**config.mk**
```make
export PLATFORM = sky130hd
export DESIGN_NAME = rgbw_frame_decoder
export DESIGN_NICKNAME = d
export VERILOG_FILES = /design/src/rtl/rgbw_pkg.sv /design/src/rtl/rgbw_rdy_sync.sv /design/src/rtl/rgbw_frame_decoder.sv
export SDC_FILE = /design/constraint.sdc
export NUM_CORES = 1
export LEC_CHECK = 0
export CORE_ASPECT_RATIO = 0.7
export CORE_MARGIN = 1.5
export CORE_UTILIZATION = 35
export DETAILED_ROUTE_END_ITERATION = 16
export DONT_BUFFER_PORTS = 1
export GPL_ROUTABILITY_DRIVEN = 0
export HOLD_SLACK_MARGIN = 0.03
export PLACE_DENSITY = 0.58
export SLEW_MARGIN = 25
export SYNTH_ARGS = -nofsm -noshare
export SYNTH_HDL_FRONTEND = slang
export SYNTH_SLANG_ARGS = --single-unit
export TNS_END_PERCENT = 10
```
**constraint.sdc**
```tcl
create_clock -name clk -period 4.18 [get_ports clk]
set_input_delay 0.836 -clock clk [delete_from_list [all_inputs] [get_ports clk]]
set_output_delay 0.836 -clock clk [all_outputs]
set_load 0.005 [all_outputs]
```
**src/rtl/rgbw_pkg.sv**
```systemverilog
// Shared definitions for the RGBW frame decoder: state encoding and default geometry.
package rgbw_pkg;

  typedef enum logic [1:0] {
    HUNT    = 2'd0,
    PAYLOAD = 2'd1,
    MODE    = 2'd2,
    CHECK   = 2'd3
  } rgbw_state_e;

  localparam int         DEF_NUM_CH    = 6;
  localparam int         DEF_DATA_W    = 8;
  localparam logic [7:0] DEF_SYNC_WORD = 8'h55;

endpackage

```
**src/rtl/rgbw_rdy_sync.sv**
```systemverilog
// Brings the SPI word-ready level into the clk domain and turns its rising edge into a
// single enabled-cycle word event.
module rgbw_rdy_sync (
  input  logic clk,
  input  logic reset,
  input  logic clk_en,
  input  logic rx_rdy,
  output logic word_evt
);

  logic sync1_r;
  logic sync2_r;
  logic prev_r;

  // two-flop synchroniser followed by the edge-history flop, all gated by clk_en
  always_ff @(posedge clk or posedge reset) begin
    if (reset) begin
      sync1_r <= 1'b0;
      sync2_r <= 1'b0;
      prev_r  <= 1'b0;
    end else if (clk_en) begin
      sync1_r <= rx_rdy;
      sync2_r <= sync1_r;
      prev_r  <= sync2_r;
    end else begin
      sync1_r <= sync1_r;
      sync2_r <= sync2_r;
      prev_r  <= prev_r;
    end
  end

  // kept combinational so rx_data is consumed while the sender still holds it
  assign word_evt = clk_en & sync2_r & ~prev_r;

endmodule

```
**src/rtl/rgbw_frame_decoder.sv**
```systemverilog
// Sync-hunting RGBW frame decoder with atomic commit and inter-word timeout.
// Optional trailing XOR checksum word is enabled by defining RGBW_FRAME_CHECKSUM_EN.
module rgbw_frame_decoder
  import rgbw_pkg::*;
#(
  parameter int                NUM_CH      = DEF_NUM_CH,
  parameter int                DATA_W      = DEF_DATA_W,
  parameter logic [DATA_W-1:0] SYNC_WORD   = DATA_W'(DEF_SYNC_WORD),
  parameter int                TIMEOUT_CYC = 1024
) (
  input  logic                     clk,
  input  logic                     reset,
  input  logic                     clk_en,
  input  logic [DATA_W-1:0]        rx_data,
  input  logic                     rx_rdy,
  output logic [NUM_CH*DATA_W-1:0] ch_out,
  output logic [DATA_W-1:0]        mode_out,
  output logic                     frame_valid,
  output logic                     frame_err,
  output logic                     busy
);

  localparam int         IDX_W    = 4;
  localparam int         TMO_W    = $clog2(TIMEOUT_CYC);
  localparam logic [IDX_W-1:0] LAST_IDX = IDX_W'(NUM_CH - 1);
  localparam logic [TMO_W-1:0] TMO_LAST = TMO_W'(TIMEOUT_CYC - 1);

  localparam logic [1:0] ST_HUNT    = HUNT;
  localparam logic [1:0] ST_PAYLOAD = PAYLOAD;
  localparam logic [1:0] ST_MODE    = MODE;
`ifdef RGBW_FRAME_CHECKSUM_EN
  localparam logic [1:0] ST_CHECK   = CHECK;
`endif

  logic                     word_evt_s;
  logic [1:0]               state_r,      state_s;
  logic [IDX_W-1:0]         idx_r,        idx_s;
  logic [TMO_W-1:0]         tmo_r,        tmo_s;
  logic [NUM_CH*DATA_W-1:0] stage_r,      stage_s;
  logic [DATA_W-1:0]        mode_stage_r, mode_stage_s;
  logic [NUM_CH*DATA_W-1:0] ch_out_r;
  logic [DATA_W-1:0]        mode_out_r;
  logic                     frame_valid_r;
  logic                     frame_err_r;
  logic                     busy_r;
  logic                     commit_s;
  logic                     err_s;
`ifdef RGBW_FRAME_CHECKSUM_EN
  logic [DATA_W-1:0]        xor_r, xor_s;
`endif

  rgbw_rdy_sync u_rdy_sync (
    .clk      (clk),
    .reset    (reset),
    .clk_en   (clk_en),
    .rx_rdy   (rx_rdy),
    .word_evt (word_evt_s)
  );

  // frame state machine: word events advance it, a silent line runs the timeout
  always_comb begin
    state_s      = state_r;
    idx_s        = idx_r;
    tmo_s        = tmo_r;
    stage_s      = stage_r;
    mode_stage_s = mode_stage_r;
    commit_s     = 1'b0;
    err_s        = 1'b0;
`ifdef RGBW_FRAME_CHECKSUM_EN
    xor_s        = xor_r;
`endif
    if (word_evt_s) begin
      tmo_s = '0;
      case (state_r)
        ST_HUNT: begin
          if (rx_data == SYNC_WORD) begin
            state_s = ST_PAYLOAD;
            idx_s   = '0;
`ifdef RGBW_FRAME_CHECKSUM_EN
            xor_s   = SYNC_WORD;
`endif
          end else begin
            state_s = ST_HUNT;
          end
        end
        ST_PAYLOAD: begin
          for (int k = 0; k < NUM_CH; k++) begin
            stage_s[k*DATA_W +: DATA_W] = (idx_r == IDX_W'(k)) ? rx_data
                                                               : stage_r[k*DATA_W +: DATA_W];
          end
`ifdef RGBW_FRAME_CHECKSUM_EN
          xor_s = xor_r ^ rx_data;
`endif
          if (idx_r == LAST_IDX) begin
            state_s = ST_MODE;
            idx_s   = '0;
          end else begin
            idx_s   = idx_r + 1'b1;
          end
        end
        ST_MODE: begin
          mode_stage_s = rx_data;
`ifdef RGBW_FRAME_CHECKSUM_EN
          xor_s   = xor_r ^ rx_data;
          state_s = ST_CHECK;
`else
          commit_s = 1'b1;
          state_s  = ST_HUNT;
`endif
        end
`ifdef RGBW_FRAME_CHECKSUM_EN
        ST_CHECK: begin
          if (rx_data == xor_r) begin
            commit_s = 1'b1;
          end else begin
            err_s    = 1'b1;
          end
          state_s = ST_HUNT;
        end
`endif
        default: begin
          state_s = ST_HUNT;
          idx_s   = '0;
        end
      endcase
    end else if (clk_en && (state_r != ST_HUNT)) begin
      if (tmo_r == TMO_LAST) begin
        state_s = ST_HUNT;
        idx_s   = '0;
        tmo_s   = '0;
        err_s   = 1'b1;
      end else begin
        tmo_s   = tmo_r + 1'b1;
      end
    end else begin
      tmo_s = tmo_r;
    end
  end

  // state and bank registers; strobes are cleared on every clk so they last one cycle
  always_ff @(posedge clk or posedge reset) begin
    if (reset) begin
      state_r       <= ST_HUNT;
      idx_r         <= '0;
      tmo_r         <= '0;
      stage_r       <= '0;
      mode_stage_r  <= '0;
      ch_out_r      <= '0;
      mode_out_r    <= '0;
      frame_valid_r <= 1'b0;
      frame_err_r   <= 1'b0;
      busy_r        <= 1'b0;
`ifdef RGBW_FRAME_CHECKSUM_EN
      xor_r         <= '0;
`endif
    end else begin
      frame_valid_r <= commit_s;
      frame_err_r   <= err_s;
      if (clk_en) begin
        state_r      <= state_s;
        idx_r        <= idx_s;
        tmo_r        <= tmo_s;
        stage_r      <= stage_s;
        mode_stage_r <= mode_stage_s;
        busy_r       <= (state_s != ST_HUNT);
`ifdef RGBW_FRAME_CHECKSUM_EN
        xor_r        <= xor_s;
`endif
        if (commit_s) begin
          ch_out_r   <= stage_s;
          mode_out_r <= mode_stage_s;
        end else begin
          ch_out_r   <= ch_out_r;
          mode_out_r <= mode_out_r;
        end
      end else begin
        state_r <= state_r;
      end
    end
  end

  assign ch_out      = ch_out_r;
  assign mode_out    = mode_out_r;
  assign frame_valid = frame_valid_r;
  assign frame_err   = frame_err_r;
  assign busy        = busy_r;

endmodule

```
[Yosys cells after proc, flatten, opt, wreduce, memory -nomap -nowiden]
Index checks and enable logic that the tools add are counted.
Storage, ports and cells
  bits in registers: 134
  input port bits: 12
  output and inout bits: 59
  word-level logic and storage cells: 69
Operators by class
  $add $sub $neg: 2
  eq/ne operators: 11
  mux-type cells: 30
  bitwise gates (word level): 3
  reductions and logical operators: 10
Operators with widths (count)
  48-bit 2-to-1 mux: 2
  8-bit 2-to-1 mux: 8
  10-bit 2-to-1 mux: 3
  4-bit 2-to-1 mux: 5
  4-bit one-hot mux with 3 select lines: 1
  10-bit by 1-bit adder with 10-bit output, second input constant: 1
  10-bit equality test, second input constant: 1
  4-bit by 2-bit equality test with 1-bit output, second input constant: 2
  4-bit by 3-bit equality test with 1-bit output, second input constant: 2
  8-bit by 7-bit equality test with 1-bit output, second input constant: 1
  2-bit 2-to-1 mux: 4
  2-bit nonzero test: 4
  1-bit 2-to-1 mux: 6
  5-bit AND reduction: 1
  4-bit by 1-bit adder with 4-bit output, second input constant: 1
  4-bit by 1-bit equality test with 1-bit output, second input constant: 1
  4-bit zero test: 1
  2-bit one-hot mux with 2 select lines: 1
  2-bit AND reduction: 2
  3-bit != test, second input constant: 1
  1-bit AND: 2
  2-bit by 1-bit equality test with 1-bit output, second input constant: 1
  2-bit equality test, second input constant: 1
  2-bit zero test: 1
  3 further kinds: 3

[Logic depth before layout (Yosys ltp)]
  depth in word-level cells: 5
  depth in mapped cells: 9
  mapped depth without buffers: 5

[Modules after synthesis]
A second synthesis with hierarchy kept.
Unflattened totals
  cells, all modules: 493
  area, all modules: 5674.2 um^2
Modules (own cells, without submodules)
  rgbw_frame_decoder: instances 1, cells each 485, area an instance 5551.6 um^2, sequential area each 3078.0 um^2
  rgbw_rdy_sync: instances 1, cells each 8, area an instance 122.6 um^2, sequential area each 75.1 um^2

[Worst setup path before layout]
OpenSTA, ideal clock, no wires.
  path kind: input -> register
  start: input port clk_en
  end: register ch_out_r[40] (netlist: ch_out[40])
  library setup time: 125 ps
  data arrival time: 2039 ps
  required time: 4055 ps
  setup slack: 2017 ps
  cell stages on the path: 7
  cells stage by stage: buf_2 -> and3b_2 -> nand3b_1 -> buf_4 -> inv_2 -> buf_4 -> mux2_2
On the way
  word-level cells in the longest chain between the ends: 4
RTL lines
  from (decl): RTL line rgbw_frame_decoder.sv:13  | input logic clk_en,
  1-bit AND (2 in series): RTL line rgbw_rdy_sync.sv:33  | assign word_evt = clk_en & sync2_r & ~prev_r;
  1-bit 2-to-1 mux: RTL line rgbw_frame_decoder.sv:72  | if (word_evt_s) begin
  2-bit AND reduction (no source line)
  to (signal assigned): RTL line rgbw_frame_decoder.sv:170  | ch_out_r <= stage_s;
  to (signal assigned): RTL line rgbw_frame_decoder.sv:173  | ch_out_r <= ch_out_r;
  to (decl): RTL line rgbw_frame_decoder.sv:41  | logic [NUM_CH*DATA_W-1:0] ch_out_r;
Several ways; a longest one is shown, not always the timed one.
A chain may end at the register's enable or synchronous reset.

[Worst setup path after layout]
  start: register u_rdy_sync.prev_r
  end: register ch_out_r[37] (netlist: ch_out[37])
On the way
  word-level cells in the longest chain between the ends: 4
RTL lines
  from (decl): RTL line rgbw_rdy_sync.sv:13  | logic prev_r;
  from (signal assigned): RTL line rgbw_rdy_sync.sv:24  | prev_r <= sync2_r;
  from (signal assigned): RTL line rgbw_rdy_sync.sv:28  | prev_r <= prev_r;
  1-bit inverter *: RTL line rgbw_rdy_sync.sv:33
  1-bit AND *: RTL line rgbw_rdy_sync.sv:33
  1-bit 2-to-1 mux: RTL line rgbw_frame_decoder.sv:72
  2-bit AND reduction (no source line)
Mark *: on every way between the ends. The rest lies on a longest branch, timed or not.

==> impl_results.md <==
* Total die area at 15300 um2
* CP Data Arrival Time at 2.42 ns
* Library cells used by synthesis at 48
* PostCTS Resize Cnt at 0
* Max-slew headroom at 0.413
* Final-report setup violation count at 0
* Mux cell area share after synthesis at 0.0772
* CTS sink cnt at 126
* Synthesized Nets at 473
* Worst hold path type: in2async
* Clock root cell: clkbuf_16
* Yosys warns at 0
* Critical-path cell list: nand3b_1 -> or4_1 -> nand2_1 -> o21ai_0
* Design Area, Final at 5830 um2
* Final worst setup slack at 2.02 ns
* VDD IR-drop max at 0.000260 V
* Synth Cell Area at 5100 um2
* Commonest non-fill, non-tap cell in the layout: nand2_1
* Die H at 104 um
* Final WL at 11300 um
* Max Cap Viol at 0
* Crit-path slowest cell: or4_1
* Setup bufs post-CTS at 0
* Slew Limit Fails at 0
* Setup CP Type: reg2reg
* Critical Path End Type: flop
* Tot Pwr at 2.99 mW
* Fmax at 463 MHz
* Total power density per cell area at 513 nW/um2
* Worst r2r src: u_rdy_sync.prev_r$_DFFE_PP0P_
* Hold Buf Count CTS at 0
* Worst-path clk slew at 0.06 ns
* Synth Area in Simple Gates at 0.160
* Syn avg cell area at 11.1 um2
* Detail Route Antenna Nets at 0
* Final #Nets at 473
* Grt total ovfl at 0
* Synth Area in Compound Gates at 0.105
* Placed Area at 5240 um2
* Via count at 3298
* Buffers added on ports at 0
* Post-synthesis adder-cell area fraction at 0.00245
* Setup tns final at 0 ns
* Final Skew at 0.00770 ns
* Worst slew pin tran at 0.873 ns
* Number of fill cells at 1336
* Dpl ws at 1.67 ns
* # rows at 36
* Total GRT Usage at 0.159
* Final worst path period share at 0.516
* Placed wire-length estimate at 7330 um
* Post-synth EDFFs at 0
* Number of synthesized register bits at 126
* Vias/cell at 4.97
* Status: finished, final reports clean
* Number of global-route vias before repair at 3447
* Lkg Pwr at 2.82 nW
* H-tree depth at 4
* Hold Vio Cnt, Final at 0
* Mean routed wirelength per cell at 17.0 um
* 1st-iter DRT viols at 202
* Total CTS buffers at 17
* CTS tree: yes
* Total core area at 14100 um2
* # diodes at 0
* Most frequent cells in the layout: nand2_1, dfrtp_1, o21ai_0
* Post-synthesis cell count at 460
* Worst setup path startpoint: u_rdy_sync.prev_r$_DFFE_PP0P_
* Die Width at 147 um
* Ys async rst share at 1.00
* Drt pass-1 iters at 4
* Drc violations at 0
* Ys flop type: dfrtp_1
* Initial core utilization at 0.362
* Max stage delay on crit path at 0.94 ns
* # IOs at 71
* Worst skew pair latency at 0.42 ns
* Worst Path Required at 4.44 ns
* Initial antenna violation count at 0
* Seq/Total Area, Yosys at 0.618
* Largest family of logic cells by synthesized area: simple AND/OR/NAND/NOR gates
* Largest net degree at the start of global routing at 127
* Area growth, synth to finish at 14.2%
* CP Max Fanout at 16
* RSZ-0062 raised after global routing: no
* Global-route wire length before repair at 18600 um
* Deepest clock path buffer count at 2
* Critical Path Source Type: flop
* Layout cells sized above 1 at 0.184
* Post-Synth XOR/XNOR Area at 0.00343
* Tmin final at 2.16 ns
## kinds of logic (layout without fill, tap and decap cells)
kind of cell,after synthesis,after routing
and+or+nand+nor,175,175
AOI/OAI and AO/OA,87,87
muxes,35,35
xor gates and xnor gates,2,2
DFF,126,126
adders and majority gates,1,1
buffers and inverters,34,47
## metrics by stage
stage / std cells / util / hold slack (ns)
after floorplan: 460 / - / 0.433
after global placement: 631 / 0.372 / 0.449
after detailed placement: 631 / 0.372 / 0.455
after CTS: 663 / 0.414 / 0.466
after global routing: 663 / 0.414 / 0.486
final: 663 / 0.414 / 0.453
## critical path: cells and delay by family, from the launching register on
family,cells,cell delay (ns)
AND/OR/NAND/NOR,3,1.50
AO/OA/AOI/OAI,1,0.10
flip-flops,1,0.41
## sequential cells by signal, indices dropped and copies added, names as in the netlist
name,cells
u_rdy_sync.sync2_r,1
u_rdy_sync.prev_r,1
stage_r,48
u_rdy_sync.sync1_r,1
frame_err,1
tmo_r,10
idx_r,4
ch_out,48
frame_valid,1
mode_out,8
state_r,2
busy,1
## power by group
group	switching (mW)	internal [mW]	leakage [nW]	total (mW)
combinational	0.104	0.0785	0.787	0.182
clock	0.533	0.922	0.286	1.45
sequential	0.0596	1.29	1.75	1.35
total	0.696	2.29	2.82	2.99
## worst paths after layout
path / slack [ns] / end / cells after the start
worst max-delay path: 2.02 / ch_out[37]$_DFFE_PP0P_ / 4
worst min-delay path: 0.45 / frame_err$_DFF_PP0_ / 2
worst max register to register: 2.02 / ch_out[37]$_DFFE_PP0P_ / 4
worst min register to register: 0.46 / ch_out[0]$_DFFE_PP0P_ / 2
max in group asynchronous: 3.18 / state_r[0]$_DFFE_PP0P_ / 2
min in group clk: 0.46 / ch_out[0]$_DFFE_PP0P_ / 2
## metal layers
layer	GRT usage	up-vias	part of all wire
met5	0	-	0
li1	-	1570	-
met3	0.0667	17	0.081
met4	0.0629	0	0.015
met2	0.223	91	0.42
met1	0.218	1620	0.49
## cells in the mapped netlist, drive strengths merged (2+ instances only)
| library cell | n | area share |
|---|---|---|
| nand4 | 4 | 0.0049 |
| nand2 | 129 | 0.098 |
| o21ai | 59 | 0.065 |
| nand3 | 5 | 0.0074 |
| and3b | 2 | 0.0037 |
| and2 | 2 | 0.0025 |
| or4 | 2 | 0.0029 |
| inv | 13 | 0.0096 |
| and3 | 3 | 0.0037 |
| o31ai | 6 | 0.0088 |
| o2bb2ai | 3 | 0.0051 |
| nand2b | 3 | 0.0051 |
| or3 | 3 | 0.0037 |
| nor3 | 3 | 0.0039 |
| clkbuf | 8 | 0.0059 |
| or4bb | 2 | 0.0044 |
| dfrtp | 126 | 0.62 |
| nor2b | 2 | 0.0025 |
| buf | 13 | 0.019 |
| nand3b | 2 | 0.0029 |
| a31oi | 5 | 0.0061 |
| nor2 | 9 | 0.0066 |
| a21oi | 5 | 0.0049 |
| a21o | 2 | 0.0029 |
| o31a | 2 | 0.0034 |
| mux2 | 35 | 0.077 |
## layout make-up
cell class	count	area, um2	area share
sequential	126	3150	0.541
multi-input combinational	300	1770	0.304
clock buffer	22	474	0.0813
tap	190	238	0.0408
clock inverter	10	113	0.0193
inverter	13	52.6	0.00901
timing repair buffer	2	27.5	0.00472
(Power assumes the default switching activity.)
